[src/rtl/ripple_adder_if.sv]
// Operand/result bundle for ripple_adder. Carries ovf only when RIPPLE_ADDER_OVF_EN is defined.
interface ripple_adder_if #(
  parameter int unsigned WIDTH = 11
) ();
  logic             in_valid;
  logic [WIDTH-1:0] a;
  logic [WIDTH-1:0] b;
  logic             cin;
  logic [WIDTH-1:0] sum;
  logic             cout;
  logic             out_valid;
`ifdef RIPPLE_ADDER_OVF_EN
  logic             ovf;
`endif

  modport master (
    output in_valid, a, b, cin,
`ifdef RIPPLE_ADDER_OVF_EN
    input  ovf,
`endif
    input  sum, cout, out_valid
  );

  modport slave (
    input  in_valid, a, b, cin,
`ifdef RIPPLE_ADDER_OVF_EN
    output ovf,
`endif
    output sum, cout, out_valid
  );
endinterface

[src/rtl/ripple_adder.sv]
// Ripple-carry adder built from generated full-adder cells, with a registered result.
// Define RIPPLE_ADDER_OVF_EN to add the registered signed-overflow flag ovf.
module ripple_adder #(
  parameter int unsigned WIDTH = 11
) (
  input logic           clk,
  input logic           rst,
  ripple_adder_if.slave bus
);

  logic [WIDTH:0]   carry;
  logic [WIDTH-1:0] sum_c;

  assign carry[0] = bus.cin;

  for (genvar i = 0; i < WIDTH; i++) begin : g_fa
    logic p;
    assign p          = bus.a[i] ^ bus.b[i];
    assign sum_c[i]   = p ^ carry[i];
    assign carry[i+1] = (bus.a[i] & bus.b[i]) | (p & carry[i]);
  end

  logic [WIDTH-1:0] sum_q;
  logic             cout_q;
  logic             out_valid_q;

  // Reset wins over in_valid, so an op presented during reset is dropped.
  always_ff @(posedge clk) begin
    if (rst) begin
      sum_q       <= '0;
      cout_q      <= 1'b0;
      out_valid_q <= 1'b0;
    end else begin
      out_valid_q <= bus.in_valid;
      if (bus.in_valid) begin
        sum_q  <= sum_c;
        cout_q <= carry[WIDTH];
      end
    end
  end

  assign bus.sum       = sum_q;
  assign bus.cout      = cout_q;
  assign bus.out_valid = out_valid_q;

`ifdef RIPPLE_ADDER_OVF_EN
  logic ovf_q;

  // Signed overflow: carry into the sign bit differs from carry out of it.
  always_ff @(posedge clk) begin
    if (rst) begin
      ovf_q <= 1'b0;
    end else if (bus.in_valid) begin
      ovf_q <= carry[WIDTH] ^ carry[WIDTH-1];
    end
  end

  assign bus.ovf = ovf_q;
`endif

endmodule

[src/flat_wrapper.sv]
// flat-port wrapper written by rule: the top's interface ports become plain ports
module ripple_adder_flat 
#(
  parameter int unsigned WIDTH = 11
)
  (clk, rst, bus_in_valid, bus_a, bus_b, bus_cin, bus_sum, bus_cout, bus_out_valid);
  ripple_adder_if #(.WIDTH(WIDTH)) bus_i ();
  input logic clk;
  input logic rst;
  input wire logic [$bits(bus_i.in_valid)-1:0] bus_in_valid;
  input wire logic [$bits(bus_i.a)-1:0] bus_a;
  input wire logic [$bits(bus_i.b)-1:0] bus_b;
  input wire logic [$bits(bus_i.cin)-1:0] bus_cin;
  output wire logic [$bits(bus_i.sum)-1:0] bus_sum;
  output wire logic [$bits(bus_i.cout)-1:0] bus_cout;
  output wire logic [$bits(bus_i.out_valid)-1:0] bus_out_valid;
  assign bus_i.in_valid = bus_in_valid;
  assign bus_i.a = bus_a;
  assign bus_i.b = bus_b;
  assign bus_i.cin = bus_cin;
  assign bus_sum = bus_i.sum;
  assign bus_cout = bus_i.cout;
  assign bus_out_valid = bus_i.out_valid;
  ripple_adder #(.WIDTH(WIDTH)) u_core (.clk(clk), .rst(rst), .bus(bus_i));
endmodule
[config.mk]
export PLATFORM = sky130hd
export DESIGN_NAME = ripple_adder_flat
export DESIGN_NICKNAME = d
export VERILOG_FILES = /design/src/rtl/ripple_adder_if.sv /design/src/rtl/ripple_adder.sv /design/src/flat_wrapper.sv
export SDC_FILE = /design/constraint.sdc
export NUM_CORES = 1
export LEC_CHECK = 0
export CAP_MARGIN = 0
export CORE_MARGIN = 2
export CORE_UTILIZATION = 40
export DETAILED_ROUTE_END_ITERATION = 10
export GPL_TIMING_DRIVEN = 0
export PLACE_DENSITY = 0.9
export SETUP_SLACK_MARGIN = 0.5
export SLEW_MARGIN = 25
export SYNTH_ARGS = -nofsm -noshare
export SYNTH_HDL_FRONTEND = slang
export SYNTH_SLANG_ARGS = --single-unit
[constraint.sdc]
create_clock -name clk -period 7.7 [get_ports clk]
set_clock_uncertainty 0.05 [all_clocks]
set_input_delay 1.155 -clock clk [delete_from_list [all_inputs] [get_ports clk]]
set_output_delay 1.155 -clock clk [all_outputs]
set_load 0.005 [all_outputs]
==> impl_metrics.xml, run 1 <==
<?xml version="1.0" encoding="UTF-8"?>
<metrics>
  <group name="run_status">
    <metric name="run_status" unit="">completed</metric>
  </group>
  <group name="worst_setup_path">
    <metric name="r2r_setup_slack" unit="ns">6.97</metric>
    <metric name="worst_ep_required_time" unit="ns">7.83</metric>
    <metric name="crit_path_start_kind" unit="">input pin</metric>
    <metric name="cp_slowest_stage_delay" unit="ns">0.42</metric>
    <metric name="worst_path_max_delay_cell" unit="">fa_1</metric>
    <metric name="critical_path_peak_fanout" unit="">1</metric>
    <metric name="crit_chain" unit="">clkdlybuf4s50_1, inv_1, fa_1, inv_1, fa_1, fa_1, fa_1, fa_1, fa_1, fa_1, fa_1, fa_1, fa_1, inv_1, fa_1, a211oi_2</metric>
    <metric name="worstSetupPathType" unit="">input pin to register</metric>
    <metric name="kind_of_end_point_of_the_critical_path" unit="">register</metric>
    <metric name="critical-path-top-delay-family" unit="">adder cells</metric>
    <metric name="timing.critical_path.arrival" unit="ns">6.08</metric>
    <metric name="critical_path_buf_inv_count" unit="">4</metric>
    <metric name="critical_path.most_common_cell" unit="">fa_1</metric>
  </group>
  <group name="clock_network">
    <metric name="clk_pin_slew_worst_paths" unit="ns">0.07</metric>
    <metric name="tritoncts_buffers" unit="">3</metric>
    <metric name="clock_tree_from_tritoncts" unit="">built</metric>
    <metric name="cts_sinks" unit="">13</metric>
    <metric name="root_buffer" unit="">clkbuf_4</metric>
    <metric name="cts.htree.levels" unit="">1</metric>
    <metric name="postCtsSetupBuffers" unit="">0</metric>
    <metric name="clock_path_buffers" unit="">2</metric>
    <metric name="ctsHoldBuffers" unit="">0</metric>
    <metric name="postCtsResizedCells" unit="">0</metric>
    <metric name="clk_latency" unit="ns">0.26</metric>
  </group>
  <group name="timing">
    <metric name="postLayoutSetupSlackWorst" unit="ns">1.75</metric>
    <metric name="final_min_period_over_clock_period" unit="">0.773</metric>
    <metric name="tightestPinTransition" unit="ns">0.203</metric>
    <metric name="finalMaxSlewViolations" unit="">0</metric>
    <metric name="number_of_failing_hold_endpoints_at_the_final_stage" unit="">0</metric>
    <metric name="grt_setup_unrepaired" unit="">no</metric>
    <metric name="fmax" unit="GHz">0.168</metric>
    <metric name="slew_headroom" unit="">0.864</metric>
    <metric name="setup-tns-final" unit="ns">0</metric>
    <metric name="setup_violations" unit="">0</metric>
    <metric name="period_needed" unit="ns">5.95</metric>
    <metric name="worst_hold_slack" unit="ns">0.458</metric>
  </group>
  <group name="pwr">
    <metric name="power.share.sequential" unit="">0.439</metric>
    <metric name="comb_power_share" unit="">0.323</metric>
    <metric name="power.density" unit="nW/um^2">155</metric>
    <metric name="power.internal" unit="mW">0.130</metric>
    <metric name="clockPowerShare" unit="">0.238</metric>
    <metric name="power.share.switching" unit="">0.265</metric>
    <metric name="max-vdd-ir-drop" unit="mV">0.0964</metric>
    <metric name="leakagePower" unit="nW">0.482</metric>
    <metric name="netSwitchingPower" unit="mW">0.0469</metric>
    <metric name="total_power" unit="mW">0.177</metric>
  </group>
  <group name="yosys">
    <metric name="synthCells" unit="">59</metric>
    <metric name="synth_fp_nets" unit="">96</metric>
    <metric name="post_synth_num_cell_types" unit="">11</metric>
    <metric name="post_synth_instance_area" unit="um^2">717</metric>
    <metric name="ys_seq_elements" unit="">13</metric>
    <metric name="synthesis.yosys.warnings" unit="">0</metric>
    <metric name="synth_area_per_cell" unit="um^2">12.2</metric>
    <metric name="seq_area_frac_synth" unit="">0.363</metric>
  </group>
  <group name="detailed_routing">
    <metric name="route.final.wire_length" unit="um">1630</metric>
    <metric name="drt_drc_violations_left" unit="">0</metric>
    <metric name="final_antenna_net_count" unit="">0</metric>
    <metric name="detail_route.iter0.violations" unit="">8</metric>
    <metric name="routed_wire_length_per_instance" unit="um">13.0</metric>
    <metric name="drt_first_pass_iters" unit="">2</metric>
    <metric name="routed-via-count" unit="">550</metric>
    <metric name="detail_route.vias_per_cell" unit="">4.40</metric>
  </group>
  <group name="die">
    <metric name="design.core.area" unit="um^2">1710</metric>
    <metric name="die_area" unit="um^2">2150</metric>
    <metric name="die_height" unit="um">46.3</metric>
    <metric name="start_util" unit="">0.420</metric>
    <metric name="ioPinCount" unit="">39</metric>
    <metric name="die_width" unit="um">46.3</metric>
    <metric name="floorplan.rows" unit="">15</metric>
  </group>
  <group name="global_route">
    <metric name="wire_length_of_the_first_global_routing_pass" unit="um">2790</metric>
    <metric name="vias_in_the_first_global_route" unit="">650</metric>
    <metric name="grt_overflow_total" unit="">0</metric>
    <metric name="grt_antenna_before_repair" unit="">0</metric>
    <metric name="grt_start_max_net_pins" unit="">11</metric>
    <metric name="total_track_usage" unit="">0.192</metric>
  </group>
  <group name="placement">
    <metric name="place_congestion" unit="">0.685</metric>
    <metric name="place_worst_setup_slack" unit="ns">1.44</metric>
    <metric name="place_hpwl" unit="um">1370</metric>
    <metric name="port_buffers" unit="">37</metric>
  </group>
  <group name="hold_path">
    <metric name="class_of_the_worst_hold_path" unit="">register to register</metric>
  </group>
  <group name="finish">
    <metric name="antenna_cells" unit="">0</metric>
    <metric name="most-common-layout-cells" unit="">clkdlybuf4s50_1, dfxtp_1, nor2_1, fa_1, mux2i_1</metric>
    <metric name="areaGrowthSynthToFinish" unit="%">59.7</metric>
    <metric name="design.final.nets" unit="">138</metric>
    <metric name="filler_cell_count" unit="">133</metric>
    <metric name="layout_commonest_cell" unit="">clkdlybuf4s50_1</metric>
    <metric name="drive_gt1_frac" unit="">0.0800</metric>
  </group>
  <group name="run">
    <metric name="maxCapViolations" unit="">0</metric>
  </group>
</metrics>
layout make-up:
class / count / area, um^2 / share of cell area
Buffer: 3 / 36.3 / 0.0317
Multi-Input combinational cell: 36 / 394 / 0.344
Tap cell: 25 / 31.3 / 0.0273
Inverter: 7 / 26.3 / 0.0230
Clock buffer: 4 / 26.3 / 0.0230
Sequential cell: 13 / 260 / 0.227
Timing Repair Buffer: 37 / 370 / 0.323
layer usage:
layer | vias to the layer above | track usage | wire (um)
li1 | 263 | - | -
met1 | 265 | 0.213 | 584
met2 | 20 | 0.339 | 927
met3 | 2 | 0.0627 | 102
met4 | 0 | 0.0686 | 13
met5 | - | 0 | 0
cells by family after synthesis:
family | synth area share
flip-flops | 0.363
multiplexers | 0.126
AND/OR/NAND/NOR | 0.0716
buffers and inverters | 0.0873
AO/OA/AOI/OAI | 0.0454
adder cells (fa/ha/maj) | 0.307
state kept, by name, indices dropped and copies added, names as in the netlist:
register / flops
u_core.bus.out_valid: 1
u_core.bus.cout: 1
u_core.bus.sum: 11
through the flow:
step	std cells	util	area, um^2
2_1_floorplan	59	-	717
3_3_place_gp	121	0.655	1120
3_5_place_dp	121	0.655	1120
4_1_cts	125	0.670	1140
5_1_grt	125	0.670	1140
6_report	125	0.670	1140
path summary, 6_finish.rpt:
path / endpoint / start / depth (start not counted)
worst min-delay path: u_core.bus.sum[1] / u_core.bus.sum[1] / 2
worst min register to register: u_core.bus.sum[1] / u_core.bus.sum[1] / 2
worst max register to register: u_core.bus.cout / u_core.bus.cout / 2
worst max-delay path: u_core.bus.sum[10] / bus_cin / 16
synthesized netlist by cell type (all sizes together):
master,instances,area (um^2)
inv,7,26.3
buf,3,36.3
a211oi,3,32.5
nor2b,1,6.26
fa,11,220
nor2,12,45.0
mux2i,9,90.1
dfxtp,13,260
power groups by stage:
stage	sequential, mW	combinational (mW)	clock, mW
after detailed placement	0.0793	0.0578	0
after CTS	0.0778	0.0581	0.0428
after global routing	0.0784	0.0642	0.0467
final	0.0778	0.0571	0.0421
after floorplan	0.0795	0.0235	0
after global placement	0.0788	0.0553	0
tightest hold or removal path, delay by kind of cell, from the launching register on:
family           cells  cell delay (ns)
multiplexers         1             0.07
flip-flops           1             0.33
AND/OR/NAND/NOR      1             0.07
Power figures use the tool's default switching activity.
==> run 2: changes to the inputs <==
--- a/config.mk
+++ b/config.mk
@@ -6,11 +6,12 @@
 export NUM_CORES = 1
 export LEC_CHECK = 0
 export CAP_MARGIN = 0
+export CORE_ASPECT_RATIO = 1.4
 export CORE_MARGIN = 2
-export CORE_UTILIZATION = 40
+export CORE_UTILIZATION = 37
 export DETAILED_ROUTE_END_ITERATION = 10
 export GPL_TIMING_DRIVEN = 0
-export PLACE_DENSITY = 0.9
+export PLACE_DENSITY = 0.85
 export SETUP_SLACK_MARGIN = 0.5
 export SLEW_MARGIN = 25
 export SYNTH_ARGS = -nofsm -noshare
==> constraint.sdc (replaced) <==
create_clock -name clk -period 6.1 [get_ports clk]
set_clock_uncertainty 0.05 [all_clocks]
set_input_delay 0.915 -clock clk [delete_from_list [all_inputs] [get_ports clk]]
set_output_delay 0.915 -clock clk [all_outputs]
set_load 0.005 [all_outputs]
==> impl_metrics.xml, run 2 (synthesis results as in run 1) <==
<?xml version="1.0" encoding="UTF-8"?>
<metrics>
  <group name="detailed_routing">
    <metric name="drt_drc_violations_left" unit="">0</metric>
    <metric name="routed_wire_length_per_instance" unit="um">12.9</metric>
    <metric name="drt_first_pass_iters" unit="">2</metric>
    <metric name="detail_route.iter0.violations" unit="">2</metric>
    <metric name="routed-via-count" unit="">560</metric>
    <metric name="route.final.wire_length" unit="um">1550</metric>
    <metric name="final_antenna_net_count" unit="">0</metric>
    <metric name="detail_route.vias_per_cell" unit="">4.67</metric>
  </group>
  <group name="worst_setup_path">
    <metric name="critical_path_peak_fanout" unit="">1</metric>
    <metric name="cp_slowest_stage_delay" unit="ns">0.42</metric>
    <metric name="worst_ep_required_time" unit="ns">6.25</metric>
    <metric name="timing.critical_path.arrival" unit="ns">5.53</metric>
    <metric name="kind_of_end_point_of_the_critical_path" unit="">register</metric>
    <metric name="worst_path_max_delay_cell" unit="">fa_1</metric>
    <metric name="critical_path.most_common_cell" unit="">fa_2</metric>
    <metric name="crit_chain" unit="">clkdlybuf4s50_1, inv_1, fa_1, inv_1, fa_1, fa_2, fa_2, fa_2, fa_1, fa_2, fa_2, fa_2, fa_1, inv_1, fa_1, a211oi_2</metric>
    <metric name="worstSetupPathType" unit="">input pin to register</metric>
    <metric name="crit_path_start_kind" unit="">input pin</metric>
  </group>
  <group name="hold_path">
    <metric name="class_of_the_worst_hold_path" unit="">register to register</metric>
  </group>
  <group name="timing">
    <metric name="period_needed" unit="ns">5.38</metric>
    <metric name="final_min_period_over_clock_period" unit="">0.882</metric>
    <metric name="setup_violations" unit="">0</metric>
    <metric name="tightestPinTransition" unit="ns">0.184</metric>
    <metric name="number_of_failing_hold_endpoints_at_the_final_stage" unit="">0</metric>
    <metric name="worst_hold_slack" unit="ns">0.452</metric>
    <metric name="finalMaxSlewViolations" unit="">0</metric>
    <metric name="slew_headroom" unit="">0.877</metric>
    <metric name="fmax" unit="GHz">0.186</metric>
    <metric name="grt_setup_unrepaired" unit="">no</metric>
    <metric name="setup-tns-final" unit="ns">0</metric>
  </group>
  <group name="run">
    <metric name="maxCapViolations" unit="">0</metric>
  </group>
  <group name="placement">
    <metric name="place_congestion" unit="">0.665</metric>
    <metric name="place_hpwl" unit="um">1310</metric>
    <metric name="port_buffers" unit="">37</metric>
  </group>
  <group name="clock_network">
    <metric name="clock_path_buffers" unit="">2</metric>
    <metric name="clock_tree_from_tritoncts" unit="">built</metric>
    <metric name="tritoncts_buffers" unit="">3</metric>
    <metric name="clk_latency" unit="ns">0.27</metric>
    <metric name="cts_sinks" unit="">13</metric>
    <metric name="cts.htree.levels" unit="">1</metric>
    <metric name="clk_pin_slew_worst_paths" unit="ns">0.08</metric>
    <metric name="root_buffer" unit="">clkbuf_4</metric>
    <metric name="ctsHoldBuffers" unit="">0</metric>
  </group>
  <group name="global_route">
    <metric name="vias_in_the_first_global_route" unit="">635</metric>
    <metric name="grt_overflow_total" unit="">0</metric>
    <metric name="wire_length_of_the_first_global_routing_pass" unit="um">2370</metric>
    <metric name="total_track_usage" unit="">0.150</metric>
    <metric name="grt_antenna_before_repair" unit="">0</metric>
    <metric name="grt_start_max_net_pins" unit="">11</metric>
  </group>
  <group name="finish">
    <metric name="multi_input_area" unit="um^2">409</metric>
    <metric name="largest_reg_flops" unit="">11</metric>
    <metric name="sequential_cell_area" unit="um^2">260</metric>
    <metric name="design.final.nets" unit="">138</metric>
    <metric name="drive_gt1_frac" unit="">0.140</metric>
    <metric name="antenna_cells" unit="">0</metric>
    <metric name="filler_cell_count" unit="">157</metric>
    <metric name="areaGrowthSynthToFinish" unit="%">60.9</metric>
    <metric name="layout_commonest_cell" unit="">clkdlybuf4s50_1</metric>
    <metric name="most-common-layout-cells" unit="">clkdlybuf4s50_1, dfxtp_1, nor2_1, mux2i_1, inv_1</metric>
  </group>
  <group name="run_status">
    <metric name="run_status" unit="">completed</metric>
  </group>
  <group name="die">
    <metric name="die_area" unit="um^2">2310</metric>
    <metric name="start_util" unit="">0.398</metric>
    <metric name="floorplan.rows" unit="">18</metric>
    <metric name="die_width" unit="um">41.2</metric>
    <metric name="design.core.area" unit="um^2">1800</metric>
    <metric name="die_height" unit="um">56.1</metric>
    <metric name="ioPinCount" unit="">39</metric>
  </group>
  <group name="pwr">
    <metric name="leakagePower" unit="nW">0.477</metric>
    <metric name="power.density" unit="nW/um^2">194</metric>
    <metric name="total_power" unit="mW">0.224</metric>
    <metric name="max-vdd-ir-drop" unit="mV">0.165</metric>
  </group>
</metrics>
==> run 2: final timing paths <==
check | slack, ns | end | start | cells past startpoint
worst max-delay path | 0.72 | u_core.bus.sum[10] | bus_cin | 16
worst min-delay path | 0.45 | u_core.bus.cout | u_core.bus.cout | 2
worst max register to register | 5.39 | u_core.bus.cout | u_core.bus.cout | 2
worst min register to register | 0.45 | u_core.bus.cout | u_core.bus.cout | 2
==> run 2: power by group <==
part | internal, mW | leakage [nW] | switching [mW]
Clock | 0.0253 | 0.0150 | 0.0283
Sequential | 0.0936 | 0.108 | 0.00454
Combinational | 0.0462 | 0.355 | 0.0264
Total | 0.165 | 0.477 | 0.0592
==> run 2: area by class of cell <==
type                       count  area share
buffer                         3      0.0315
tap                           20      0.0217
timing repair buffer          37       0.321
clock buffer                   4      0.0228
inverter                       7      0.0228
sequential                    13       0.226
multi-input combinational     36       0.355
==> run 2: per-stage QoR <==
step                      cells   util  setup slack (ns)  instance area [um^2]
after global routing        120  0.640             0.529                  1150
after global placement      116  0.617             0.169                  1110
after CTS                   120  0.636             0.508                  1150
after detailed placement    116  0.617            0.0791                  1110
after floorplan              59      -             0.739                   717
final                       120  0.640             0.718                  1150
==> run 2: metal layers <==
metal | global-route usage | vias to the layer above | share of wire
li1 | - | 264 | -
met2 | 0.266 | 30 | 0.54
met4 | 0.0415 | 0 | 0.0084
met5 | 0 | - | 0
met3 | 0.0720 | 2 | 0.12
met1 | 0.139 | 264 | 0.33
==> run 2: what timing repair did <==
action,in CTS,in global routing
setup buffers,0,0
endpoints found under the setup margin,1,1
pin swaps,0,1
gates resized for setup,3,3
==> run 2: worst max-delay path: cells and delay by family <==
family                     cells  cell delay [ns]
AOI/OAI and AO/OA              1             0.19
adders and majority gates     11             3.80
buffers and inverters          4             0.60
